**src/rtl/pio_cmd_receiver.sv**
```systemverilog
// Fabric end of the HPS->fabric PIO command link for the traffic-light controller.
// Decodes toggle-framed command words, drives six lamps manually or via a timed 4-phase cycle.
module pio_cmd_receiver #(
    parameter int unsigned TICK_DIV  = 50000,
    parameter int unsigned DUR_W     = 16,
    parameter int unsigned DEF_DUR_G = 5000,
    parameter int unsigned DEF_DUR_Y = 1000
) (
    input  logic        clk_clk,
    input  logic        reset_reset,
    input  logic [31:0] cmd_word_i,
    output logic [5:0]  status_o,
    output logic [5:0]  lamp_o
);

    localparam int unsigned PRE_W = $clog2(TICK_DIV);
    localparam logic [PRE_W-1:0] PRE_LAST = PRE_W'(TICK_DIV - 1);

    localparam logic [2:0] OP_NOP    = 3'd0;
    localparam logic [2:0] OP_LAMPS  = 3'd1;
    localparam logic [2:0] OP_TIMING = 3'd2;
    localparam logic [2:0] OP_RUN    = 3'd3;
    localparam logic [2:0] OP_STOP   = 3'd4;

    localparam logic [5:0] LAMP_ALL_RED = 6'b100_100;

    typedef enum logic [1:0] {
        MODE_STOPPED = 2'd0,
        MODE_MANUAL  = 2'd1,
        MODE_AUTO    = 2'd2
    } mode_t;

    // Clamp a 24-bit requested duration into the DUR_W-bit register range; zero becomes one.
    function automatic logic [DUR_W-1:0] sat_dur(input logic [23:0] raw);
        logic [24:0] lim;
        lim = 25'((33'd1 << DUR_W) - 33'd1);
        if (raw == 24'd0)
            sat_dur = DUR_W'(1);
        else if ({1'b0, raw} > lim)
            sat_dur = '1;
        else
            sat_dur = DUR_W'(raw);
    endfunction

    function automatic logic [5:0] phase_lamps(input logic [1:0] ph);
        case (ph)
            2'd0:    phase_lamps = 6'b001_100;
            2'd1:    phase_lamps = 6'b010_100;
            2'd2:    phase_lamps = 6'b100_001;
            default: phase_lamps = 6'b100_010;
        endcase
    endfunction

    logic [31:0]      cmd_p0;
    logic             tog_seen;
    logic             err;
    mode_t            mode;
    logic [1:0]       phase;
    logic [DUR_W-1:0] cnt;
    logic [PRE_W-1:0] presc;
    logic [DUR_W-1:0] dur [4];

    logic             tog_nxt;
    logic             err_nxt;
    mode_t            mode_nxt;
    logic [1:0]       phase_nxt;
    logic [DUR_W-1:0] cnt_nxt;
    logic [PRE_W-1:0] presc_nxt;
    logic [5:0]       lamp_nxt;
    logic             dur_wr;
    logic [1:0]       dur_idx;
    logic [DUR_W-1:0] dur_val;

    logic             new_cmd;
    logic [2:0]       op;
    logic             tick;
    logic [1:0]       phase_inc;

    assign new_cmd   = cmd_p0[31] ^ tog_seen;
    assign op        = cmd_p0[30:28];
    assign tick      = (presc == PRE_LAST);
    assign phase_inc = phase + 2'd1;

    // Stage p0: register the raw PIO word so nothing downstream sees cmd_word_i directly.
    always_ff @(posedge clk_clk or posedge reset_reset) begin
        if (reset_reset)
            cmd_p0 <= '0;
        else
            cmd_p0 <= cmd_word_i;
    end

    always_comb begin
        tog_nxt   = tog_seen;
        err_nxt   = err;
        mode_nxt  = mode;
        phase_nxt = phase;
        cnt_nxt   = cnt;
        lamp_nxt  = lamp_o;
        presc_nxt = tick ? '0 : presc + 1'b1;
        dur_wr    = 1'b0;
        dur_idx   = cmd_p0[25:24];
        dur_val   = sat_dur(cmd_p0[23:0]);

        if (mode == MODE_AUTO && tick) begin
            if (cnt <= DUR_W'(1)) begin
                phase_nxt = phase_inc;
                cnt_nxt   = dur[phase_inc];
                lamp_nxt  = phase_lamps(phase_inc);
            end else begin
                cnt_nxt = cnt - 1'b1;
            end
        end

        // A command overrides a coincident phase step, except a duration write, which lets it through.
        if (new_cmd) begin
            tog_nxt = cmd_p0[31];
            if (op != OP_TIMING) begin
                phase_nxt = phase;
                cnt_nxt   = cnt;
                lamp_nxt  = lamp_o;
            end
            case (op)
                OP_NOP: err_nxt = 1'b0;
                OP_LAMPS: begin
                    mode_nxt = MODE_MANUAL;
                    lamp_nxt = cmd_p0[5:0];
                end
                OP_TIMING: begin
                    if (cmd_p0[27:26] != 2'b00)
                        err_nxt = 1'b1;
                    else
                        dur_wr = 1'b1;
                end
                OP_RUN: begin
                    mode_nxt  = MODE_AUTO;
                    phase_nxt = 2'd0;
                    cnt_nxt   = dur[0];
                    presc_nxt = '0;
                    lamp_nxt  = phase_lamps(2'd0);
                end
                OP_STOP: begin
                    mode_nxt = MODE_STOPPED;
                    lamp_nxt = LAMP_ALL_RED;
                end
                default: err_nxt = 1'b1;
            endcase
        end
    end

    // Stage p1: all architectural state, including lamps, updates on the execute edge.
    always_ff @(posedge clk_clk or posedge reset_reset) begin
        if (reset_reset) begin
            tog_seen <= 1'b0;
            err      <= 1'b0;
            mode     <= MODE_STOPPED;
            phase    <= 2'd0;
            cnt      <= '0;
            presc    <= '0;
            lamp_o   <= LAMP_ALL_RED;
            dur[0]   <= sat_dur(24'(DEF_DUR_G));
            dur[1]   <= sat_dur(24'(DEF_DUR_Y));
            dur[2]   <= sat_dur(24'(DEF_DUR_G));
            dur[3]   <= sat_dur(24'(DEF_DUR_Y));
        end else begin
            tog_seen <= tog_nxt;
            err      <= err_nxt;
            mode     <= mode_nxt;
            phase    <= phase_nxt;
            cnt      <= cnt_nxt;
            presc    <= presc_nxt;
            lamp_o   <= lamp_nxt;
            if (dur_wr)
                dur[dur_idx] <= dur_val;
        end
    end

    assign status_o = {tog_seen, err, mode == MODE_AUTO, mode == MODE_MANUAL, phase};

endmodule
```
**config.mk**
```make
export PLATFORM = sky130hd
export DESIGN_NAME = pio_cmd_receiver
export DESIGN_NICKNAME = d
export VERILOG_FILES = /design/src/rtl/pio_cmd_receiver.sv
export SDC_FILE = /design/constraint.sdc
export NUM_CORES = 1
export LEC_CHECK = 0
export ABC_AREA = 1
export CORE_MARGIN = 8
export CORE_UTILIZATION = 40
export DETAILED_ROUTE_END_ITERATION = 16
export GPL_ROUTABILITY_DRIVEN = 0
export PLACE_DENSITY = 0.65
export SYNTH_ARGS = -nofsm -noshare
export SYNTH_HDL_FRONTEND = slang
export SYNTH_SLANG_ARGS = --single-unit
```
**constraint.sdc**
```tcl
create_clock -name clk_clk -period 5.3 [get_ports clk_clk]
set_input_delay 1.06 -clock clk_clk [delete_from_list [all_inputs] [get_ports clk_clk]]
set_output_delay 1.06 -clock clk_clk [all_outputs]
set_load 0.01 [all_outputs]
```
=== Yosys cells after proc, flatten, opt, wreduce, memory -nomap -nowiden ===
Index checks and enable logic that the tools add are counted.

* $add $sub $neg: 3
* $lt $le $gt $ge: 5
* Equality and inequality tests: 13
* Mux-type cells: 33
* Bitwise operators: 4
* Reduce and logical (&&, ||, !) cells: 10

{| class="wikitable"
|+ Operator list
! cell !! count
|-
| $mux 16 || 13
|-
| $bwmux 64 || 1
|-
| $pmux 6 s3 || 2
|-
| $bmux 16 s2 || 1
|-
| $demux 16 s2 || 1
|-
| $gt 24x16->1 const B || 1
|-
| $logic_not 24->1 || 1
|-
| $mux 6 || 4
|-
| $add 16x1->16 const B || 1
|-
| $eq 16x16->1 const B || 1
|-
| $le 16x1->1 const B || 1
|-
| $sub 16x1->16 const B || 1
|-
| $mux 2 || 5
|-
| $eq 3x2->1 const B || 2
|-
| $ge 3x3->1 const B || 2
|-
| $ne 3x2->1 const B || 2
|-
| $not 2->3 || 2
|-
| $pmux 2 s3 || 1
|-
| $ne 5x2->1 const B || 1
|-
| $eq 2x1->1 const B || 2
|-
| $eq 2x2->1 const B || 2
|-
| $mux 1 || 4
|-
| $eq 3x1->1 const B || 1
|-
| $eq 3x3->1 const B || 1
|-
| 14 further kinds || 15
|}

* Register bits: 140
* Input port bits: 34
* Output and inout port bits: 12
* Logic and storage cells: 80

=== Longest topological paths before layout ===
* Depth in word-level cells: 10
* Depth in mapped cells: 14
* Depth with buffers taken out: 13

=== Least setup slack after synthesis ===
OpenSTA, ideal clock, no wires.

* Path type: reg-to-reg
* From: reg phase[0]
* To: reg cnt[11]
* Setup time: 66 ps
* Arrival time: 1995 ps
* Slack: 3239 ps
* Cell stages (with the launch flop): 15
* Path through: dfrtp_1 -> clkbuf_1 -> inv_1 -> buf_2 -> ha_1 -> inv_2 -> clkbuf_1 -> nand2_1 -> o21ai_0 -> nand2_1 -> nand2_1 -> nand2_1 -> nand2_1 -> nand2_1 -> nand2_1

* Word-level cells in the longest chain between the ends: 10

{| class="wikitable"
|+ RTL lines
! what !! line !! source
|-
| start: declaration || 58 || <nowiki>logic [1:0] phase;</nowiki>
|-
| start signal: assignment || 168 || <nowiki>phase <= phase_nxt;</nowiki>
|-
| $add 2x1->2 (*) || 82 || <nowiki>assign phase_inc = phase + 2'd1;</nowiki>
|-
| $not 2->3 (implied by the code) (*) || 107 || <nowiki>cnt_nxt = dur[phase_inc];</nowiki>
|-
| $bmux 16 s2 (*) || 107 ||
|-
| $mux 16 (implied by the code) (*) (2 in series) || 107 ||
|-
| $mux 16 (*) || 105 || <nowiki>if (cnt <= DUR_W'(1)) begin</nowiki>
|-
| $mux 16 (*) || 104 || <nowiki>if (mode == MODE_AUTO && tick) begin</nowiki>
|-
| $mux 16 || 117 || <nowiki>if (op != OP_TIMING) begin</nowiki>
|-
| $mux 16 || 122 || <nowiki>case (op)</nowiki>
|-
| $mux 16 (*) || 115 || <nowiki>if (new_cmd) begin</nowiki>
|-
| end signal: assignment || 169 || <nowiki>cnt <= cnt_nxt;</nowiki>
|-
| end: declaration || 59 || <nowiki>logic [DUR_W-1:0] cnt;</nowiki>
|}

Every way passes the cells marked *; elsewhere a longest branch is shown, timed or not. The select of a mux whose other input is x is not followed.
A chain may end at the register's enable or synchronous reset.

=== Worst setup path in the final report ===
* From: reg phase[0]
* To: out status_o[0]

{| class="wikitable"
|+ RTL lines
! what !! line !! source
|-
| end: declaration || 12 || <nowiki>output logic [5:0] status_o,</nowiki>
|}

No word-level cell between the ends.

==> out/qor.txt <==
DR iter-0 viols - 369
Final setup violation count - 0
CP Buf/Inv Count - 2
CP endpoint kind - output port
Detail-routed net length per standard cell - 13.7 µm
Max-slew headroom - 20.4%
Cts hold-fix bufs - 0
RSZ-0062 raised after global routing - no
Vias per cell - 4.85
Routed Wire Length - 16.7 mm
Final Cycle Share - 54.7%
Final Critical Period - 2.90 ns
CTS Sinks - 140
CP peak stage delay - 0.66 ns
Std-Cell Rows - 49
Most common cell after layout, fill and taps aside - nand2_1
Most frequent cells in the layout - 334 x nand2_1, 116 x dfrtp_1, 101 x inv_1, 88 x o21ai_0, 83 x nor2_1
Ant. Diodes - 0
Worst skew pair latency - 0.43 ns
Reg clk slew, reported paths - 0.06 ns
# IOs - 46
Power per cell area - 403 mW/mm²
Core ar. - 0.0178 mm²
Post-synthesis sequential area ratio - 48.9%
Post-DP HPWL - 11.4 mm
Crit path max-delay cell type - clkdlybuf4s50_1
Max Cap Viol - 0
Fin. Hold Viols - 0
Met3 WL - 722 µm
CTS tree - yes
DR pass1 iterations - 5
Worst slew pin tran - 1.19 ns
Slew Viols, Final - 0
CTS buffer count - 17
Crit-path cells - buf_4, clkdlybuf4s50_1
Critical Path Fanout Max - 54
Gr usage total - 16.0%
Drc violations - 0
Final Util - 47.5%
Port Buf Inserts - 45
Die Wd - 150 µm
Setup TNS - 0 ns
Top routing layer in use - met4
Bufs on Longest Clock Path - 2
VDD IR-drop max - 0.260 mV
Starting Density - 40.5%
Area of the mapped netlist - 0.00723 mm²
Initial antenna violation count - 0
Total congestion overflow - 0
Cell variety after synth - 34
PostCTS Resize Cnt - 0
Critical path's top delay family - buffers and inverters
CTS root buffer - clkbuf_16
Worst EP required - 4.24 ns
Leakage Power - 3.95 nW
Final nets - 1018
Syn_area_per_cell - 7.67 µm²
Max Clk Rate - 0.345 GHz
Die area - 0.0226 mm²
Met1 wire length - 8.07 mm
Status - finished clean
Hold Crit Class - flip-flop to flip-flop
Total number of vias - 5915
Remaining antenna violation count - 0
Synth Instances - 943
CP startpoint kind - flip-flop
Area Overhead vs Synth - 17.3%
Synthesized flop and latch total - 140
Htree depth - 4
Pin count of the biggest net entering global routing - 84
WP data arrival - 1.84 ns
Post-CTS setup repair buffer count - 0
Die Y-Extent - 150 µm
First-pass GRT wire length - 28.8 mm
Met2 wire len - 7.62 mm
Vias in the first global route - 5926
Syn_nets - 984
Layout cell share with drive strength beyond 1 - 8.28%
Final Skew - 0.00941 ns
Synth Warn # - 0
Crit path kind - flip-flop to output port
==> worst paths after layout <==
check	startpoint	to	slack (ns)	cells after the start
min in group asynchronous	reset_reset	tog_seen	1.15	2
hold / removal	cmd_p0[31]	tog_seen	0.43	0
setup reg to reg	phase[0]	cnt[8]	2.63	12
max in group asynchronous	reset_reset	dur[6]	3.20	3
hold reg to reg	cmd_p0[31]	tog_seen	0.43	0
setup / recovery	phase[0]	status_o[0]	2.40	2
==> area by class of cell <==
cell class	count	area, µm²
Fill cell	1698	9360
Sequential cell	140	3530
Multi-Input combinational cell	662	3120
Timing Repair Buffer	49	480
Clock buffer	22	474
Inverter	107	407
Tap cell	229	287
Clock inverter	10	185
==> cell usage after synthesis <==
cell type,number,area share [%]
inv_2,5,0.26
inv_1,102,5.3
and3_1,1,0.087
nand3_2,1,0.14
a21oi_1,23,1.6
o22ai_1,1,0.087
buf_4,3,0.31
nor2_4,6,0.93
o211ai_1,1,0.10
buf_6,3,0.47
nor3_1,9,0.62
nand3b_1,4,0.42
a211oi_1,2,0.21
nand3_1,23,1.6
buf_2,13,0.90
o21a_1,30,3.1
nor2_2,4,0.35
nor3_4,2,0.45
o21ai_0,88,6.1
nand2_4,2,0.31
nor4_1,2,0.17
nor2_1,83,4.3
dfrtp_1,116,40
a31oi_1,2,0.17
xor2_1,7,0.85
ha_1,7,1.2
nand4_1,9,0.78
nand2_1,334,17
dfstp_2,24,8.7
o21ai_1,3,0.21
xor2_2,1,0.23
a21boi_0,15,1.6
clkbuf_1,15,0.78
nand2_2,2,0.17
==> power by group <==
part | internal (W) | total [W] | switching, W
combinational | 0.000283 | 0.000694 | 0.000411
clock | 0.000873 | 0.00133 | 0.000459
sequential | 0.00125 | 0.00139 | 0.000140
==> per-layer routing <==
| layer | global-route usage [%] | up-vias |
|---|---|---|
| met1 | 21.2 | 2719 |
| met5 | 0 | - |
| li1 | - | 3038 |
| met4 | 5.85 | 0 |
| met3 | 3.34 | 23 |
| met2 | 25.2 | 135 |
==> kinds of logic (layout without fill, tap and decap cells) <==
logic type      count (synthesis)  after routing  share of synthesized area (%)
compound gates                165            165                           13.1
fa+ha+maj                       7              7                           1.21
flops                         140            140                           48.9
buf+inv                       141            188                           8.01
xor+xnor                        8              8                           1.07
simple gates                  482            482                           27.7
==> flip-flops by register name, indices dropped and copies added, names as in the netlist <==
register	flops
cmd_p0	32
cnt	16
mode	2
phase	2
lamp_o	6
dur	64
tog_seen	1
presc	16
err	1
==> stage by stage <==
stage	hold WS (ns)	std cells	area, µm²	total power (W)	setup WS (ns)
after global routing	0.449	1219	8480	0.00362	2.31
final	0.428	1219	8480	0.00342	2.40
after floorplan	0.431	943	7230	0.00190	0.527
after CTS	0.434	1219	8480	0.00344	2.38
after global placement	0.412	1187	7820	0.00209	2.69
after detailed placement	0.421	1187	7820	0.00210	2.66
Power figures use the tool's default switching activity.
